<file path="src/rtl/rtc_menu_pkg.sv">
`default_nettype none
// ============================================================================
// rtc_menu_pkg : scan FSM state type and default RTC segment addresses
// Rev 1.0
// ============================================================================
package rtc_menu_pkg;

  typedef enum logic [1:0] {
    ST_INIT  = 2'd0,
    ST_ISSUE = 2'd1,
    ST_XFER  = 2'd2,
    ST_WAIT  = 2'd3
  } scan_state_e;

  localparam logic [6:0] c_init_addr = 7'h02;
  localparam logic [6:0] c_s0_lo     = 7'h21;
  localparam logic [6:0] c_s0_hi     = 7'h27;
  localparam logic [6:0] c_s1_lo     = 7'h41;
  localparam logic [6:0] c_s1_hi     = 7'h44;

endpackage
`default_nettype wire

</file>
<file path="src/rtl/rtc_pulse_timer.sv">
`default_nettype none
// ============================================================================
// rtc_pulse_timer : on i_start, o_run is high for N cycles from the next one;
//                   o_last marks the final cycle. Starts while running are ignored.
// Rev 1.0
// ============================================================================
module rtc_pulse_timer #(
  parameter int N = 3
) (
  input  logic CLK,
  input  logic RST,
  input  logic i_start,
  output logic o_run,
  output logic o_last
);

  localparam int CW = $clog2(N + 1);

  logic [CW-1:0] r_cnt;
  logic          r_run;
  logic          r_last;
  logic [CW-1:0] w_cnt_nxt;

  assign w_cnt_nxt = r_cnt + CW'(1);

  always_ff @(posedge CLK or posedge RST) begin
    if (RST) begin
      r_cnt  <= '0;
      r_run  <= 1'b0;
      r_last <= 1'b0;
    end else if (r_run) begin
      if (r_last) begin
        r_cnt  <= '0;
        r_run  <= 1'b0;
        r_last <= 1'b0;
      end else begin
        r_cnt  <= w_cnt_nxt;
        r_last <= (w_cnt_nxt == CW'(N));
      end
    end else if (i_start) begin
      r_cnt  <= CW'(1);
      r_run  <= 1'b1;
      r_last <= (N == 1);
    end
  end

  assign o_run  = r_run;
  assign o_last = r_last;

endmodule
`default_nettype wire

</file>
<file path="src/rtl/rtc_scan_sequencer.sv">
`default_nettype none
// ============================================================================
// rtc_scan_sequencer : drives the RTC access controller through an init access
//                      and repeating two-segment scans; edit pointer and alarm.
// Rev 1.0
// ============================================================================
module rtc_scan_sequencer
  import rtc_menu_pkg::*;
#(
  parameter int            AW        = 7,
  parameter logic [AW-1:0] INIT_ADDR = AW'(c_init_addr),
  parameter logic [AW-1:0] S0_LO     = AW'(c_s0_lo),
  parameter logic [AW-1:0] S0_HI     = AW'(c_s0_hi),
  parameter logic [AW-1:0] S1_LO     = AW'(c_s1_lo),
  parameter logic [AW-1:0] S1_HI     = AW'(c_s1_hi),
  parameter int            WAIT_CYC  = 5,
  parameter int            ALARM_CYC = 3,
  parameter int            TO_CYC    = 255
) (
  input  logic          CLK,
  input  logic          RST,
  input  logic          i_frw,
  input  logic          i_irq,
  input  logic          i_b_up,
  input  logic          i_b_dn,
  input  logic          i_b_left,
  input  logic          i_b_right,
  input  logic          i_b_ok,
  output logic [AW-1:0] o_dir,
  output logic          o_acc,
  output logic          o_mod,
  output logic [AW-1:0] o_punt,
  output logic          o_num_up,
  output logic          o_num_dn,
  output logic          o_alarm,
  output logic          o_stw,
  output logic          o_busy
);

  localparam int TOW = $clog2(TO_CYC + 1);

  scan_state_e   r_state;
  logic [AW-1:0] r_dir;
  logic          r_acc;
  logic          r_mod;
  logic          r_commit;
  logic [TOW-1:0] r_to;
  logic          r_init_pend;
  logic          r_busy;
  logic [AW-1:0] r_punt;
  logic          r_num_up;
  logic          r_num_dn;

  scan_state_e   w_state_nxt;
  logic [AW-1:0] w_dir_nxt;
  logic          w_acc_nxt;
  logic          w_mod_nxt;
  logic          w_commit_nxt;
  logic [TOW-1:0] w_to_nxt;
  logic          w_init_pend_nxt;
  logic          w_wait_start;
  logic          w_wait_run;
  logic          w_wait_last;
  logic          w_to_hit;
  logic [AW-1:0] w_punt_nxt;

  function automatic logic [AW-1:0] f_advance(input logic [AW-1:0] a);
    return (a == S0_HI) ? S1_LO : a + 1'b1;
  endfunction

  assign w_to_hit = (r_to == TOW'(TO_CYC - 1));

  always_comb begin
    w_state_nxt     = r_state;
    w_dir_nxt       = r_dir;
    w_acc_nxt       = 1'b0;
    w_mod_nxt       = r_mod;
    w_commit_nxt    = r_commit | i_b_ok;
    w_to_nxt        = '0;
    w_init_pend_nxt = r_init_pend;
    w_wait_start    = 1'b0;
    case (r_state)
      ST_INIT: begin
        if (r_init_pend) begin
          w_acc_nxt       = 1'b1;
          w_init_pend_nxt = 1'b0;
        end else if (i_frw) begin
          w_dir_nxt   = S0_LO;
          w_state_nxt = ST_ISSUE;
        end else if (w_to_hit) begin
          w_acc_nxt = 1'b1;
        end else begin
          w_to_nxt = r_to + 1'b1;
        end
      end
      ST_ISSUE: begin
        w_acc_nxt   = 1'b1;
        w_state_nxt = ST_XFER;
      end
      ST_XFER: begin
        if (i_frw) begin
          if (r_dir == S1_HI) begin
            // a commit arriving on the closing cycle still makes the next scan a write
            w_dir_nxt    = S0_LO;
            w_mod_nxt    = r_commit | i_b_ok;
            w_commit_nxt = 1'b0;
            w_state_nxt  = ST_WAIT;
            w_wait_start = 1'b1;
          end else begin
            w_dir_nxt   = f_advance(r_dir);
            w_state_nxt = ST_ISSUE;
          end
        end else if (w_to_hit) begin
          w_acc_nxt = 1'b1;
        end else begin
          w_to_nxt = r_to + 1'b1;
        end
      end
      ST_WAIT: begin
        if (w_wait_run && w_wait_last) begin
          w_state_nxt = ST_ISSUE;
        end
      end
      default: w_state_nxt = ST_INIT;
    endcase
  end

  always_comb begin
    w_punt_nxt = r_punt;
    if (i_b_ok) begin
      w_punt_nxt = S0_LO;
    end else if (i_b_left && !i_b_right) begin
      if (r_punt == S0_HI)      w_punt_nxt = S1_LO;
      else if (r_punt == S1_HI) w_punt_nxt = S0_LO;
      else                      w_punt_nxt = r_punt + 1'b1;
    end else if (i_b_right && !i_b_left) begin
      if (r_punt == S0_LO)      w_punt_nxt = S1_HI;
      else if (r_punt == S1_LO) w_punt_nxt = S0_HI;
      else                      w_punt_nxt = r_punt - 1'b1;
    end
  end

  always_ff @(posedge CLK or posedge RST) begin
    if (RST) begin
      r_state     <= ST_INIT;
      r_dir       <= INIT_ADDR;
      r_acc       <= 1'b0;
      r_mod       <= 1'b1;
      r_commit    <= 1'b0;
      r_to        <= '0;
      r_init_pend <= 1'b1;
      r_busy      <= 1'b1;
      r_punt      <= S0_LO;
      r_num_up    <= 1'b0;
      r_num_dn    <= 1'b0;
    end else begin
      r_state     <= w_state_nxt;
      r_dir       <= w_dir_nxt;
      r_acc       <= w_acc_nxt;
      r_mod       <= w_mod_nxt;
      r_commit    <= w_commit_nxt;
      r_to        <= w_to_nxt;
      r_init_pend <= w_init_pend_nxt;
      r_busy      <= (w_state_nxt != ST_WAIT);
      r_punt      <= w_punt_nxt;
      r_num_up    <= i_b_up & ~i_b_dn;
      r_num_dn    <= i_b_dn & ~i_b_up;
    end
  end

  rtc_pulse_timer #(.N(WAIT_CYC)) u_wait_tmr (
    .CLK     (CLK),
    .RST     (RST),
    .i_start (w_wait_start),
    .o_run   (w_wait_run),
    .o_last  (w_wait_last)
  );

  rtc_pulse_timer #(.N(ALARM_CYC)) u_alarm_tmr (
    .CLK     (CLK),
    .RST     (RST),
    .i_start (i_irq),
    .o_run   (o_alarm),
    .o_last  (o_stw)
  );

  assign o_dir    = r_dir;
  assign o_acc    = r_acc;
  assign o_mod    = r_mod;
  assign o_punt   = r_punt;
  assign o_num_up = r_num_up;
  assign o_num_dn = r_num_dn;
  assign o_busy   = r_busy;

endmodule
`default_nettype wire

</file>
<file path="config.mk">
export PLATFORM = sky130hd
export DESIGN_NAME = rtc_scan_sequencer
export DESIGN_NICKNAME = d
export VERILOG_FILES = /design/src/rtl/rtc_menu_pkg.sv /design/src/rtl/rtc_pulse_timer.sv /design/src/rtl/rtc_scan_sequencer.sv
export SDC_FILE = /design/constraint.sdc
export NUM_CORES = 1
export LEC_CHECK = 0
export BUFFER_PORTS_ARGS = -buffer_cell sky130_fd_sc_hd__buf_2
export CORE_MARGIN = 10
export CORE_UTILIZATION = 55
export CTS_CLUSTER_DIAMETER = 100
export CTS_CLUSTER_SIZE = 28
export DETAILED_ROUTE_END_ITERATION = 8
export GPL_TIMING_DRIVEN = 0
export PLACE_DENSITY = 0.83
export SLEW_MARGIN = 20
export SYNTH_ARGS = -nofsm -noshare
export SYNTH_HDL_FRONTEND = slang
export SYNTH_SLANG_ARGS = --single-unit
</file>
<file path="constraint.sdc">
create_clock -name CLK -period 3.5 [get_ports CLK]
set_input_delay 0.525 -clock CLK [delete_from_list [all_inputs] [get_ports CLK]]
set_output_delay 0.525 -clock CLK [all_outputs]
set_load 0.01 [all_outputs]
</file>
* Yosys cells after proc, flatten, opt, wreduce, memory -nomap -nowiden
Cells that the tools add are included.
** Cells by class
- Add/subtract/negate cells :: 6
- Equality and inequality tests :: 16
- Muxes and demuxes :: 51
- Bitwise logic cells :: 5
- Reductions and logical operators :: 12
** Operator list (count)
- 2-to-1 mux 7 bit :: 12
- 2-to-1 mux 8 bit :: 3
- equality test 7 x 6 -> 1 bit (second input constant) :: 3
- equality test 7 bit (second input constant) :: 3
- 2-to-1 mux 1 bit :: 21
- 2-to-1 mux 2 bit :: 8
- one-hot mux 8 bit (2 select lines) :: 1
- adder 7 x 1 -> 7 bit (second input constant) :: 2
- one-hot mux 7 bit (2 select lines) :: 1
- 2-to-1 mux 3 bit :: 3
- adder 8 x 1 -> 8 bit (second input constant) :: 1
- equality test 8 bit (second input constant) :: 1
- inequality test 2 bit (second input constant) :: 4
- one-hot mux 2 bit (4 select lines) :: 1
- subtractor 7 x 1 -> 7 bit (second input constant) :: 1
- equality test 2 bit (second input constant) :: 3
- nonzero test 2 bit :: 3
- AND reduction 4 bit :: 1
- adder 3 x 1 -> 3 bit (second input constant) :: 1
- equality test 3 bit (second input constant) :: 1
- logical AND 1 bit :: 3
- one-hot mux 1 bit (3 select lines) :: 1
- AND reduction 3 bit :: 1
- nonzero test 3 bit :: 1
- other kinds (7) :: 10
** Word-level totals
- Register bits after elaboration :: 40
- Input bits :: 9
- Word-level logic and storage cells :: 107

* Depth between registers and ports, before layout
- Depth after elaboration :: 6
- Gate-level depth with buffers :: 7
- Depth with buffers taken out :: 6

* Cells and area by module
From an unflattened synthesis, not the netlist that was laid out.
** Second synthesis, totals
- Cell total of the unflattened synthesis :: 253
- Area total of the unflattened synthesis :: 2366.0 um^2
** Modules (own cells, without submodules)
- rtc_scan_sequencer :: times used 1, cells an instance 214, area each 1948.1 um^2
- rtc_pulse_timer at u_wait_tmr :: times used 1, cells an instance 22, area each 241.5 um^2
- rtc_pulse_timer at u_alarm_tmr :: times used 1, cells an instance 17, area each 176.4 um^2

* Worst setup path before layout
Ideal clock, no wire load.
- Kind :: register -> register
- Start :: reg r_punt[0], in the netlist o_punt[0]
- End :: reg r_punt[6], in the netlist o_punt[6]
- Library setup time :: 0.111 ns
- Data arrival time :: 1.774 ns
- Slack :: 1.615 ns
- Stages on the path, launching flop included :: 6
- Path buffers :: 0
- Period minus slack after synthesis :: 1.885 ns
- Path through :: dfstp_2 ha_1 or4b_4 nand2b_2 a221oi_2 a2111oi_2
** On the way
- Longest elaborated chain between the ends :: 6
** Ends and longest elaborated chain
- from (decl) :: line rtc_scan_sequencer.sv:50 : logic [AW-1:0] r_punt;
- from (signal assigned) :: line rtc_scan_sequencer.sv:165 : r_punt <= w_punt_nxt;
- subtractor 7 x 1 -> 7 bit or equality test 7 bit (tied branches) :: line rtc_scan_sequencer.sv:139, rtc_scan_sequencer.sv:138
- 2-to-1 mux 7 bit :: line rtc_scan_sequencer.sv:138 : else if (r_punt == S1_LO) w_punt_nxt = S0_HI;
- 2-to-1 mux 7 bit :: line rtc_scan_sequencer.sv:137 : if (r_punt == S0_LO) w_punt_nxt = S1_HI;
- 2-to-1 mux 7 bit :: line rtc_scan_sequencer.sv:136 : end else if (i_b_right && !i_b_left) begin
- 2-to-1 mux 7 bit (*) :: line rtc_scan_sequencer.sv:132 : end else if (i_b_left && !i_b_right) begin
- 2-to-1 mux 7 bit (*) :: line rtc_scan_sequencer.sv:130 : if (i_b_ok) begin
Every way passes the cells marked *; elsewhere a longest branch is shown, timed or not. The select of a mux whose other input is x is not followed.
A chain may end at the register's enable or synchronous reset.

* Worst setup path in the final report
Same ends and word-level chain as after synthesis.

==> results list <==
- Fraction of final layout cells with drive strength greater than 1: 0.199
- Count of boundary I/O pins: 30
- The number of antenna diodes in the final layout is 0.
- Setup repair after global routing missed its margin: false
- The filler cells instantiated in the layout total 327.
* Drt drc: 0
- Initial Util: 0.577
- The die covers 0.00730 sq mm.
- For the worst setup path, the data arrival time is 2320 ps.
* Setup slack of the most critical reg-to-reg path: 1330 ps
- After floorplanning, the core was sized to cover 0.00409 sq mm.
* Wire length of the first global-routing pass: 8.94 mm
- Cell count after placement: 329
* DIE HEIGHT: 85.5 microns
* Top post-synthesis cells by area: sky130_fd_sc_hd__dfrtp_1, sky130_fd_sc_hd__dfstp_2, sky130_fd_sc_hd__ha_1
* Total via count in the routed design: 2015
* Sequential area share after synthesis: 0.428
- Share of the cycle needed by the critical path after routing: 0.621
- Distinct cell type count after synthesis: 58
- Required time of the critical path: 3650 ps
- Kind of start point of the critical path: flop
- Number of iterations in the first detailed-routing pass: 4
- Static timing analysis puts the maximum clock frequency at 460 MHz.
- Each instance of the synthesized netlist takes up on average 9.46 sq um.
* Final setup fails: 0
- The min-delay analysis places its worst path in the category input pin to asynchronous set/reset pin.
* EDFF count, synth: 0
- Gate count of the mapped netlist: 249
- In the synthesized netlist the dominant register cell turns out to be sky130_fd_sc_hd__dfrtp_1.
* Crit Reg-Reg Startpoint: o_punt[0]
- Routability-driven placement finished with a final weighted congestion of 0.860.
- VDD sags by at most 327 uV.
- CTS sink count: 40
- Result of the run: finished clean
- Pwr per Cell Area: 537 mW/mm^2
* Critical R2R Capture: o_punt[6]
- Summed over all cells, the static leakage comes to 1.23 nW.
- After clock tree synthesis, the flow added hold-fix buffers numbering 0.
- Post-synthesis net count: 269
- Dpl ws: 1400 ps
* Slew Viols, Final: 0
- Once the clock tree was built, the setup fixing pass inserted 0 buffers.
- Number of nets in the finished design: 306
- Setup TNS after final layout: 0 ps
- Number of hold violations in the final report: 0
* Crit path max fanout: 10
- Cells resized by post-CTS repair: 0
* Number of standard cells in the final layout excluding fillers: 337
* Placed wire-length estimate: 3.91 mm
- Critical-path top delay cell: sky130_fd_sc_hd__dfstp_2
* Adder and majority gate portion of the synthesized area: 0.0584
* Simple logic cell fraction of the synthesized area: 0.221
* Xor/xnor cell area share of the yosys netlist: 0.0446
- The area fraction in compound gates after synthesis is 0.196.
- STA classifies the critical path endpoint as a flop.
* Slack of the critical path: 1330 ps
- Entering global routing, the biggest net connects 26 pins.
* Buffer type at the clock tree root: sky130_fd_sc_hd__clkbuf_8
- TritonCTS built the clock tree.
- Measured in cells, the most critical reg-to-reg path has a length of 5.
- Area share of the largest cell type after synthesis: 0.361
- Post-DR vias/cell: 5.98
- Maximum Capacitance Violations: 0
* Actual transition at the worst max-transition pin: 683 ps
- The H-tree was split into 2 levels.
* Number of antenna-violating nets in the routed design: 0
- For this block, the routed nets add up to 5.32 mm of wire.
* Share of cell area taken by muxes after synthesis: 0.00425
- #FFs+latches synth: 40
- Largest stage delay on the critical path: 640 ps
- Number of buffers added on ports: 29
- After synthesis, the largest family of logic cells by area is simple AND/OR/NAND/NOR gates.
- In this run the horizontal extent of the chip is 85.5 microns.
- Average wire per standard cell: 15.8 microns
- Overall routing resource usage: 0.144
* Clock latency reported for the late side of the worst-skew pair: 280 ps
- The initial antenna violation count came to 0.
- After the first detailed-routing iteration, the DRC count stood at 221.
- Synthesis warning total: 0
* Relative slew slack: 0.543
* Clock slew at the register clock pins of the worst setup and hold paths: 80 ps
- On the final layout, the worst hold slack is 205 ps.
- Placement row count: 23
- The worst setup path is of the flop to flop kind.
- Shortest clock period the worst path allows after layout: 2170 ps
- The cell area that synthesis handed to floorplanning was 0.00236 sq mm.
- Number of buffers created by CTS: 5
- Post-synth top area cell: sky130_fd_sc_hd__dfrtp_1
- Compared with the post-synthesis result, the final layout area differs by 14.2%.
* Worst clock skew: 3.54 ps
* Cells traversed along the worst timing path: ha_1 -> or4b_4 -> nand2b_2 -> a221oi_2 -> a2111oi_2
- In the synthesized netlist the async set-or-reset flop fraction comes to 1.00.
* Via count of the first global-routing pass: 1931
- Grt ovf: 0
- No sink is reached through more buffers than the 2 on the longest clock path.
kinds of logic after synthesis:
logic type,Yosys count
adders and majority gates,11
DFF,40
muxes,1
and+or+nand+nor,96
xor gates and xnor gates,12
AOI/OAI and AO/OA,63
buffers and inverters,26
layer usage:
| layer | vias up | GRT usage | part of all wire |
|---|---|---|---|
| li1 | 967 | - | - |
| met1 | 973 | 0.177 | 0.44 |
| met2 | 66 | 0.236 | 0.49 |
| met3 | 9 | 0.0411 | 0.064 |
| met4 | 0 | 0.0494 | 0.0098 |
| met5 | - | 0 | 0 |
flip-flops by register name, summed over array words and instances, names as in the netlist:
| register | cells |
|---|---|
| u_alarm_tmr.r_cnt | 2 |
| o_num_up | 1 |
| r_state | 2 |
| o_acc | 1 |
| o_mod | 1 |
| o_busy | 1 |
| o_num_dn | 1 |
| u_wait_tmr.o_last | 1 |
| r_to | 8 |
| o_punt | 7 |
| o_dir | 7 |
| r_init_pend | 1 |
| u_alarm_tmr.o_run | 1 |
| u_alarm_tmr.o_last | 1 |
| r_commit | 1 |
| u_wait_tmr.o_run | 1 |
| u_wait_tmr.r_cnt | 3 |
area by class of cell:
type	instances	area, sq um	share of cell area
plain buffers	9	47.5	0.0177
clock buffers	6	72.6	0.0270
clock inverters	2	35.0	0.0130
inverters	17	63.8	0.0237
multi-input cells	183	1240	0.459
flip-flops and latches	40	1010	0.375
well taps	50	62.6	0.0232
repair buffers	30	165	0.0614
critical path, delay by kind of cell (launching register included):
kind | cells | cell delay [ps]
AND/OR/NAND/NOR | 2 | 620
AO/OA/AOI/OAI | 2 | 500
adder cells (fa/ha/maj) | 1 | 260
flip-flops | 1 | 640
worst max path at each step:
| stage | start | slack (ps) | to | cells after the start |
|---|---|---|---|---|
| floorplan | o_punt[0] | 1620 | o_punt[6] | 5 |
| global placement | o_punt[0] | 1470 | o_punt[6] | 5 |
| detailed placement | o_punt[0] | 1400 | o_punt[6] | 5 |
| CTS | o_punt[0] | 1330 | o_punt[6] | 5 |
| global route | o_punt[0] | 1270 | o_punt[6] | 5 |
| finish | o_punt[0] | 1330 | o_punt[6] | 5 |
synth_stat cells (all sizes together), types with 2 or more instances:
library cell / count
nor2: 31
and4bb: 2
xnor2: 5
nand2: 14
a221oi: 3
a21oi: 15
ha: 11
nand4: 4
a221o: 2
a31oi: 3
a22o: 2
or3: 2
buf: 4
o21ai: 11
a211oi: 2
nor2b: 6
and4: 2
a2bb2oi: 2
nand3: 10
inv: 17
o32ai: 2
o21a: 4
a211o: 2
dfrtp: 34
nor3: 6
dfstp: 6
clkbuf: 5
a21o: 3
nor3b: 4
nand2b: 8
o211ai: 2
xor2: 7
power by group:
group          internal [mW]  leakage (nW)  switching, mW
combinational          0.187         0.684          0.262
clock                  0.212        0.0552          0.156
sequential             0.548         0.493         0.0816
placed cells by master, fill, tap and decap left out, types with 3 or more instances in the layout:
cell type,n
sky130_fd_sc_hd__a21o_1,3
sky130_fd_sc_hd__a21oi_1,14
sky130_fd_sc_hd__a31oi_1,3
sky130_fd_sc_hd__buf_2,31
sky130_fd_sc_hd__clkbuf_1,6
sky130_fd_sc_hd__clkbuf_8,5
sky130_fd_sc_hd__dfrtp_1,34
sky130_fd_sc_hd__dfstp_2,6
sky130_fd_sc_hd__ha_1,11
sky130_fd_sc_hd__inv_1,16
sky130_fd_sc_hd__nand2_1,14
sky130_fd_sc_hd__nand2b_1,7
sky130_fd_sc_hd__nand3_1,10
sky130_fd_sc_hd__nand4_1,4
sky130_fd_sc_hd__nor2_1,31
sky130_fd_sc_hd__nor2b_1,6
sky130_fd_sc_hd__nor3_1,6
sky130_fd_sc_hd__nor3b_1,3
sky130_fd_sc_hd__o21a_1,4
sky130_fd_sc_hd__o21ai_0,6
sky130_fd_sc_hd__o21ai_1,5
sky130_fd_sc_hd__xnor2_1,5
sky130_fd_sc_hd__xor2_1,7
per-stage QoR:
step	area (sq um)	util	power [mW]
6_report	2690	0.659	1.45
4_1_cts	2690	0.659	1.46
5_1_grt	2690	0.659	1.54
3_3_place_gp	2560	0.627	1.07
2_1_floorplan	2360	-	0.939
3_5_place_dp	2580	0.632	1.09
Power figures use the tool's default switching activity.
